## config.mk

```make
export PLATFORM = sky130hd
export DESIGN_NAME = norm_round_pipe
export DESIGN_NICKNAME = d
export VERILOG_FILES = /design/src/rtl/norm_round_pipe.sv
export SDC_FILE = /design/constraint.sdc
export NUM_CORES = 1
export LEC_CHECK = 0
export BUFFER_PORTS_ARGS = -buffer_cell sky130_fd_sc_hd__buf_2
export CAP_MARGIN = 10
export CORE_MARGIN = 2
export CORE_UTILIZATION = 54
export DETAILED_ROUTE_END_ITERATION = 16
export GPL_TIMING_DRIVEN = 0
export HOLD_SLACK_MARGIN = 0.15
export PLACE_DENSITY = 0.9
export SYNTH_ARGS = -nofsm -noshare
export SYNTH_HDL_FRONTEND = slang
export SYNTH_SLANG_ARGS = --single-unit
```

## constraint.sdc

```tcl
create_clock -name clk -period 3.57 [get_ports clk]
set_input_delay 0.1785 -clock clk [delete_from_list [all_inputs] [get_ports clk]]
set_output_delay 0.1785 -clock clk [all_outputs]
set_load 0.005 [all_outputs]
```

## src/rtl/norm_round_pipe.sv

```systemverilog
// norm_round_pipe
//   Two-stage normalise / round / clamp back end for a floating-point
//   multiplier. S1 normalises the unsigned mantissa product and extracts
//   guard and sticky bits. S2 rounds in the selected mode, then clamps the
//   result to infinity (overflow) or flushes it to zero (underflow).
//   Valid/ready handshake on both sides. Latency is 2 cycles and throughput
//   is 1 beat/cycle.
//
// Optional feature macro: NORM_ROUND_FLAGS_EN
//   defined   : ovf / unf / inexact are computed and registered
//   undefined : the flag outputs are tied to 0 and no flag registers exist
//
// Ports
//   clk, rst             clock (rising edge), asynchronous active-high reset
//   in_valid / in_ready  input handshake
//   p                    unsigned mantissa product, 2*(MW+1) bits
//   exponent             biased exponent sum, signed, EW bits
//   sign                 result sign
//   rnd_mode             00 nearest-even, 01 toward zero, 10 +inf, 11 -inf
//   out_valid/out_ready  output handshake
//   res_sign/res_exp/res_mant  rounded result (zero while out_valid is low)
//   ovf / unf / inexact  exception flags, qualified by out_valid
module norm_round_pipe #(
  parameter int MW = 23,
  parameter int FE = 8,
  parameter int EW = 10
) (
  input  logic                  clk,
  input  logic                  rst,
  input  logic                  in_valid,
  output logic                  in_ready,
  input  logic [2*(MW+1)-1:0]   p,
  input  logic signed [EW-1:0]  exponent,
  input  logic                  sign,
  input  logic [1:0]            rnd_mode,
  output logic                  out_valid,
  input  logic                  out_ready,
  output logic                  res_sign,
  output logic [FE-1:0]         res_exp,
  output logic [MW-1:0]         res_mant,
  output logic                  ovf,
  output logic                  unf,
  output logic                  inexact
);

  localparam int PW = 2 * (MW + 1);
  localparam logic signed [EW-1:0] MAXEXP = EW'((1 << FE) - 1);
  localparam logic signed [EW-1:0] ONE    = EW'(1);
  localparam logic signed [EW-1:0] ZERO   = '0;

  function automatic logic round_up(input logic [1:0] mode, input logic g,
                                    input logic s, input logic lsb,
                                    input logic sgn);
    case (mode)
      2'b00:   return g & (s | lsb);
      2'b01:   return 1'b0;
      2'b10:   return (g | s) & ~sgn;
      default: return (g | s) & sgn;
    endcase
  endfunction

  function automatic logic [FE-1:0] clamp_exp(input logic o, input logic u,
                                              input logic [FE-1:0] e);
    if (o)      return '1;
    else if (u) return '0;
    else        return e;
  endfunction

  logic                 vld_p1, vld_p2;
  logic                 adv1, adv2;

  logic [MW-1:0]        mant_p1;
  logic                 guard_p1, sticky_p1, sign_p1;
  logic signed [EW-1:0] exp_p1;
  logic [1:0]           mode_p1;

  logic                 sign_p2;
  logic [FE-1:0]        exp_p2;
  logic [MW-1:0]        mant_p2;

  // A full stage may only move forward when the stage after it moves too.
  assign adv2     = !vld_p2 || out_ready;
  assign adv1     = !vld_p1 || adv2;
  assign in_ready = adv1;

  always_ff @(posedge clk or posedge rst) begin
    if (rst) begin
      vld_p1 <= 1'b0;
      vld_p2 <= 1'b0;
    end else begin
      if (adv1) vld_p1 <= in_valid;
      if (adv2) vld_p2 <= vld_p1;
    end
  end

  // ---- S1: normalise ----
  logic                 msb;
  logic [MW-1:0]        mant_n;
  logic                 guard_n, sticky_n;
  logic signed [EW-1:0] exp_n;

  assign msb      = p[PW-1];
  assign mant_n   = msb ? p[2*MW:MW+1] : p[2*MW-1:MW];
  assign guard_n  = msb ? p[MW] : p[MW-1];
  assign sticky_n = msb ? |p[MW-1:0] : |p[MW-2:0];
  assign exp_n    = msb ? exponent + ONE : exponent;

  always_ff @(posedge clk) begin
    if (adv1 && in_valid) begin
      mant_p1   <= mant_n;
      guard_p1  <= guard_n;
      sticky_p1 <= sticky_n;
      exp_p1    <= exp_n;
      sign_p1   <= sign;
      mode_p1   <= rnd_mode;
    end
  end

  // ---- S2: round and clamp ----
  logic                 up;
  logic [MW:0]          mant_rnd;
  logic signed [EW-1:0] exp_rnd;
  logic                 ovf_c, unf_c;

  assign up       = round_up(mode_p1, guard_p1, sticky_p1, mant_p1[0], sign_p1);
  // A carry out of the mantissa leaves the low MW bits at zero, which is
  // exactly the renormalised mantissa 1.000..0 one binade higher.
  assign mant_rnd = {1'b0, mant_p1} + {{MW{1'b0}}, up};
  assign exp_rnd  = mant_rnd[MW] ? exp_p1 + ONE : exp_p1;
  assign ovf_c    = exp_rnd >= MAXEXP;
  assign unf_c    = exp_rnd <= ZERO;

  always_ff @(posedge clk) begin
    if (adv2 && vld_p1) begin
      sign_p2 <= sign_p1;
      exp_p2  <= clamp_exp(ovf_c, unf_c, exp_rnd[FE-1:0]);
      mant_p2 <= (ovf_c || unf_c) ? '0 : mant_rnd[MW-1:0];
    end
  end

  // Data registers carry no reset; outputs read as zero whenever no result
  // is being presented, which also covers the reset state.
  assign out_valid = vld_p2;
  assign res_sign  = vld_p2 ? sign_p2 : 1'b0;
  assign res_exp   = vld_p2 ? exp_p2  : '0;
  assign res_mant  = vld_p2 ? mant_p2 : '0;

`ifdef NORM_ROUND_FLAGS_EN
  logic nz_p1;
  logic ovf_p2, unf_p2, inx_p2;

  always_ff @(posedge clk) begin
    if (adv1 && in_valid) nz_p1 <= |p;
  end

  always_ff @(posedge clk) begin
    if (adv2 && vld_p1) begin
      ovf_p2 <= ovf_c;
      unf_p2 <= unf_c;
      // A flushed nonzero value is always inexact even if no bits fell off.
      inx_p2 <= guard_p1 | sticky_p1 | (unf_c & nz_p1);
    end
  end

  assign ovf     = vld_p2 ? ovf_p2 : 1'b0;
  assign unf     = vld_p2 ? unf_p2 : 1'b0;
  assign inexact = vld_p2 ? inx_p2 : 1'b0;
`else
  assign ovf     = 1'b0;
  assign unf     = 1'b0;
  assign inexact = 1'b0;
`endif

endmodule

```

### Yosys cells after proc, flatten, opt, wreduce, memory -nomap -nowiden

Cells that the tools add are included.

| operators by class | value |
|---|---|
| $add $sub $neg | 3 |
| order comparisons | 2 |
| equal/unequal tests | 2 |
| muxes and demuxes | 10 |
| bitwise operators | 6 |
| reductions and logical operators | 10 |

Operators with widths:

| cell | count |
|---|---|
| $mux W23 | 2 |
| $add A23 B1 Y24 | 1 |
| $reduce_or A23 Y1 | 1 |
| $reduce_or A22 Y1 | 1 |
| $add A10 B2 Y10 const B | 2 |
| $mux W10 | 2 |
| $mux W8 | 2 |
| $ge A10 B9 Y1 const B | 1 |
| $le A10 B1 Y1 const B | 1 |
| $and A1 B1 Y1 | 3 |
| $logic_or A1 B1 Y1 | 3 |
| $mux W1 | 3 |
| $pmux W1 S3 | 1 |
| $eq A2 B1 Y1 const B | 1 |
| $eq A2 B2 Y1 const B | 1 |
| $logic_and A1 B1 Y1 | 2 |
| $logic_not A1 Y1 | 2 |
| $logic_not A2 Y1 | 1 |
| $or A1 B1 Y1 | 2 |
| $not A1 Y1 | 1 |

| storage, ports and cells | value |
|---|---|
| register bits | 72 |
| input bits | 65 |
| output and inout bits | 37 |
| logic and storage cells | 44 |

### Logic depth before layout (Yosys ltp)

| logic depth | value |
|---|---|
| word-level depth | 7 |
| depth in mapped cells | 12 |
| gate-level depth less buffers | 10 |

### Worst setup path before layout

OpenSTA, ideal clock, no wires.

| timing path | value |
|---|---|
| kind | register -> register |
| start | register mode_p1[1] |
| end | register mant_p2[12], data pin |
| library setup time | 256 ps |
| arrival time | 2572 ps |
| data required time | 3314 ps |
| slack | 742 ps |
| stages on the path, launching flop included | 13 |
| buffers on the path | 2 |
| clock period less this slack | 2828 ps |
| path through | edfxtp_1 nand2_1 o32ai_1 a211oi_1 ha_1 nand3_1 nor3_2 and3_1 buf_6 a311oi_1 o311ai_2 buf_6 nor3_1 |

| between the ends | value |
|---|---|
| cells in the longest elaborated chain, start to end | 6 |
| elaborated cells on any way between the ends | 9 |
| classes of those cells | 1 x add/sub; 2 x order compare; 2 x eq/ne; 2 x mux; 2 x reduce/logical |

RTL lines:

| what | RTL line | text |
|---|---|---|
| from (decl) | 75 | `logic [1:0] mode_p1;` |
| from (signal assigned) | 115 | `mode_p1 <= rnd_mode;` |
| $eq A2 B2 Y1, or another cell as far along | 54 | `case (mode)` |
| $pmux W1 S3 * | 54 |  |
| $add A23 B1 Y24 * | 128 | `assign mant_rnd = {1'b0, mant_p1} + {{MW{1'b0}}, up};` |
| $mux W10 | 129 | `assign exp_rnd = mant_rnd[MW] ? exp_p1 + ONE : exp_p1;` |
| $ge A10 B9 Y1 / $le A10 B1 Y1 (equally long branches) | 130, 131 |  |
| $logic_or A1 B1 Y1 | 137 | `mant_p2 <= (ovf_c \|\| unf_c) ? '0 : mant_rnd[MW-1:0];` |
| to (signal assigned) | 137 |  |
| to (decl) | 79 | `logic [MW-1:0] mant_p2;` |

Every way passes the cells marked *; elsewhere a longest branch is shown, timed or not.
A chain may end at the register's enable or synchronous reset.

### Worst setup path after layout

| timing path | value |
|---|---|
| start | register sign_p1 |
| end | register mant_p2[0], data pin |

| between the ends | value |
|---|---|
| cells in the longest elaborated chain, start to end | 7 |
| elaborated cells on any way between the ends | 9 |
| classes of those cells | 1 x add/sub; 2 x order compare; 2 x mux; 3 x bitwise; 1 x reduce/logical |

RTL lines:

| what | RTL line | text |
|---|---|---|
| from (decl) | 73 | `logic guard_p1, sticky_p1, sign_p1;` |
| from (signal assigned) | 114 | `sign_p1 <= sign;` |
| $not A1 Y1 | 57 | `2'b10: return (g \| s) & ~sgn;` |
| $and A1 B1 Y1 | 57 |  |
| $pmux W1 S3 * | 54 |  |
| $add A23 B1 Y24 * | 128 |  |
| $mux W10 | 129 |  |
| $ge A10 B9 Y1 / $le A10 B1 Y1 (equally long branches) | 130, 131 |  |
| $logic_or A1 B1 Y1 | 137 |  |

Marked as above.

==> flow_metrics.env <==
export IMPL_hold_slack_ns=0.1573
export IMPL_switchingPower_mw=0.4715
export IMPL_p_int_mw=1.556
export IMPL_std_cell_rows=31
export IMPL_post_route_period_util=0.9437
export IMPL_clockBufferDepth=2
export IMPL_synthFlopType="edfxtp_1"
export IMPL_antenna_found_initial=0
export IMPL_maxSlewViolCount=0
export IMPL_cp_max_fo=10
export IMPL_min_from="p[35]"
export IMPL_ys_ff_latch=72
export IMPL_avgSynthCellArea_um2=12.14
export IMPL_comb_power_share=0.152
export IMPL_worstSetupPathType="flop to flop"
export IMPL_grt_total_usage=0.2057
export IMPL_finalSetupViolCount=0
export IMPL_drt_pass1_iter_count=5
export IMPL_drive_above_1_share=0.3480
export IMPL_wire_per_inst_um=14.99
export IMPL_r2r_worst_path_cells=12
export IMPL_peakVddDrop_v=0.0002005
export IMPL_leakage_nw=1.988
export IMPL_fmax_ghz=0.2968
export IMPL_cts_tree="built"
export IMPL_area_growth_pct=27.24
export IMPL_gp_congestion=0.8781
export IMPL_synthArstFlopShare=0.02778
export IMPL_arrival_ns=3.43
export IMPL_power_density_mw_per_mm2=389.4
export IMPL_power_switching_share=0.2325
export IMPL_r2r_end="mant_p2[0]"
export IMPL_finalWirelength_um=8632
export IMPL_worst_endpoint_required_ns=3.63
export IMPL_yosysWarnings=0
export IMPL_syn_area_mm2=0.004093
export IMPL_min_delay_path_depth=2
export IMPL_reg2reg_slack_ns=0.20
export IMPL_slew_headroom=0.3918
export IMPL_dp_hpwl_um=6342
export IMPL_via_per_inst=5.432
export IMPL_fp_dieW_um=91.06
export IMPL_rsz0062_at_grt="false"
export IMPL_ys_seq_area_frac=0.5258
export IMPL_outcome="finished clean"
export IMPL_fin_crit_ns=3.369
export IMPL_cp_end_kind="flop"
export IMPL_drtIter0Drc=275
export IMPL_die_h_um=91.06
export IMPL_seqPwrFrac=0.517
export IMPL_netlist_instances=337
export IMPL_grt_pass1_wl_um=13500
export IMPL_holdPathEnd="mant_p1[11]"
export IMPL_r2r_start="sign_p1"
export IMPL_ys_top_cells_by_area="edfxtp_1, mux2_2, and2_1, xnor2_1, xor2_1"
export IMPL_start_util=0.5613
export IMPL_synth_top_area_share=0.5136
export IMPL_cts_made_buffers=9
export IMPL_setup_tns_final_ns=0
export IMPL_clk_latency_ns=0.34
export IMPL_clk_pin_slew_ns=0.07
export IMPL_worst_pin_slew_ns=0.9054
export IMPL_hp_class="input pin to flop"
export IMPL_ant_nets=0
export IMPL_first_global_vias=2968
export IMPL_yosysTopAreaCell="edfxtp_1"
export IMPL_fill_cells=533
export IMPL_start_kind="flop"
export IMPL_grt_max_degree=39
export IMPL_finClkSkew_ns=0.009024
export IMPL_portBuffers=98
export IMPL_clock_root_buffer="clkbuf_8"
export IMPL_clkPwrFrac=0.331
export IMPL_ys_types=41
export IMPL_cap_viol_max_count=0
export IMPL_drcViolationCount=0
export IMPL_coreArea_mm2=0.007292
export IMPL_final_nets=542
export IMPL_hold_viol=0
export IMPL_dieArea_mm2=0.008291
export IMPL_routed_via_count=3129
export IMPL_antenna_cells=0
export IMPL_synth_edff_count=70
export IMPL_io_pins=102
export IMPL_cts_htree_levels=3
export IMPL_grt_overflow=0
export IMPL_clock_sinks=72
stage by stage:
step	util	power [mW]	cells	setup slack, ns	area, um2
detailed placement	0.6467	1.344	536	0.03851	4716
floorplan	-	1.223	339	0.7416	4100
global placement	0.6465	1.329	536	0.3331	4715
CTS	0.7056	2.026	573	0.002143	5145
finish	0.7141	2.028	576	0.2009	5207
global route	0.7141	2.105	576	0.008205	5207
layout make-up:
class	count	area (um2)	share of cell area
multi-input cells	245	1826	0.3506
clock buffers	9	123.9	0.02379
clock inverters	6	85.08	0.01634
inverters	2	7.507	0.001442
flip-flops and latches	72	2152	0.4133
well taps	99	123.9	0.02379
plain buffers	20	136.4	0.02619
repair buffers	123	753.2	0.1446
logic make-up after synthesis:
logic type	after synthesis	synth area share
fa+ha+maj	4	0.01223
simple gates	147	0.2186
other cells	1	0.0009163
xor+xnor	45	0.09813
flops	72	0.5258
buf+inv	22	0.03454
compound gates	19	0.03577
mux	27	0.07398
cell usage in the layout, fill, tap and decap left out, drive strengths merged, types with 3 or more instances in the layout:
| cell | instances |
|---|---|
| and2 | 37 |
| nor3b | 3 |
| and3 | 11 |
| nand2 | 14 |
| conb | 3 |
| nor4 | 5 |
| clkinv | 3 |
| a211oi | 3 |
| xor2 | 23 |
| xnor2 | 22 |
| nand2b | 4 |
| dlygate4sd3 | 22 |
| a41oi | 3 |
| nor2 | 8 |
| ha | 4 |
| mux2 | 26 |
| a21oi | 9 |
| edfxtp | 70 |
| buf | 112 |
| nand4 | 16 |
| nor3 | 25 |
| clkbuf | 18 |
| nand3 | 13 |
| and4 | 6 |
worst max path at each step:
stage / from / end / slack [ns] / depth (start not counted)
4_1_cts: sign_p1 / mant_p2[0] / 0.002 / 11
5_1_grt: sign_p1 / mant_p2[6] / 0.008 / 12
3_5_place_dp: sign_p1 / mant_p2[13] / 0.04 / 11
6_report: sign_p1 / mant_p2[0] / 0.20 / 12
2_1_floorplan: mode_p1[1] / mant_p2[12] / 0.74 / 12
3_3_place_gp: sign_p1 / mant_p2[13] / 0.33 / 12
cell usage after synthesis (5+ instances only):
cell	n
a21oi_1	9
and2_1	37
and3_1	11
buf_6	6
clkbuf_1	8
edfxtp_1	70
mux2_2	26
nand2_1	14
nand3_1	12
nand4_1	16
nor2_1	8
nor3_1	19
nor3_2	6
nor4_1	5
xnor2_1	22
xor2_1	22
metal layers:
metal / global-route usage / vias up / wire (um)
li1: - / 1518 / -
met1: 0.2518 / 1430 / 3435
met2: 0.3494 / 158 / 4326
met3: 0.03734 / 23 / 621
met4: 0.1035 / 0 / 249
met5: 0 / - / 0
sequential cells by signal (all words and copies together) (netlist names):
register	cells
exp_p1	10
mant_p1	23
mode_p1	2
sign_p2	1
out_valid	1
sign_p1	1
guard_p1	1
mant_p2	23
vld_p1	1
exp_p2	8
sticky_p1	1
worst max-delay path, cell delays in order, from the launching register on:
cell and delay [ns]:
edfxtp_1 0.45, nand2_1 0.13, o32ai_1 0.09, a211oi_1 0.28, ha_1 0.25, nand3_1 0.20
nor3_4 0.37, buf_4 0.18, nand3_4 0.07, mux2_2 0.31, o311ai_2 0.49, buf_6 0.21
nor3b_1 0.07
what timing repair did:
item | 4_1_cts | 5_1_grt
buffers inserted | 0 | 2
hold endpoints to repair | 17 | 0
hold buffers | 22 | 0
endpoints found under the setup margin | 0 | 23
gates resized for setup | 0 | 3
power by group through the flow:
stage	Sequential [mW]	Combinational [mW]	Clock [mW]
global route	1.05	0.338	0.712
detailed placement	1.07	0.277	0
floorplan	1.05	0.170	0
CTS	1.05	0.299	0.678
global placement	1.06	0.267	0
finish	1.05	0.309	0.670
Note: power is estimated with default switching activity, not from simulation.
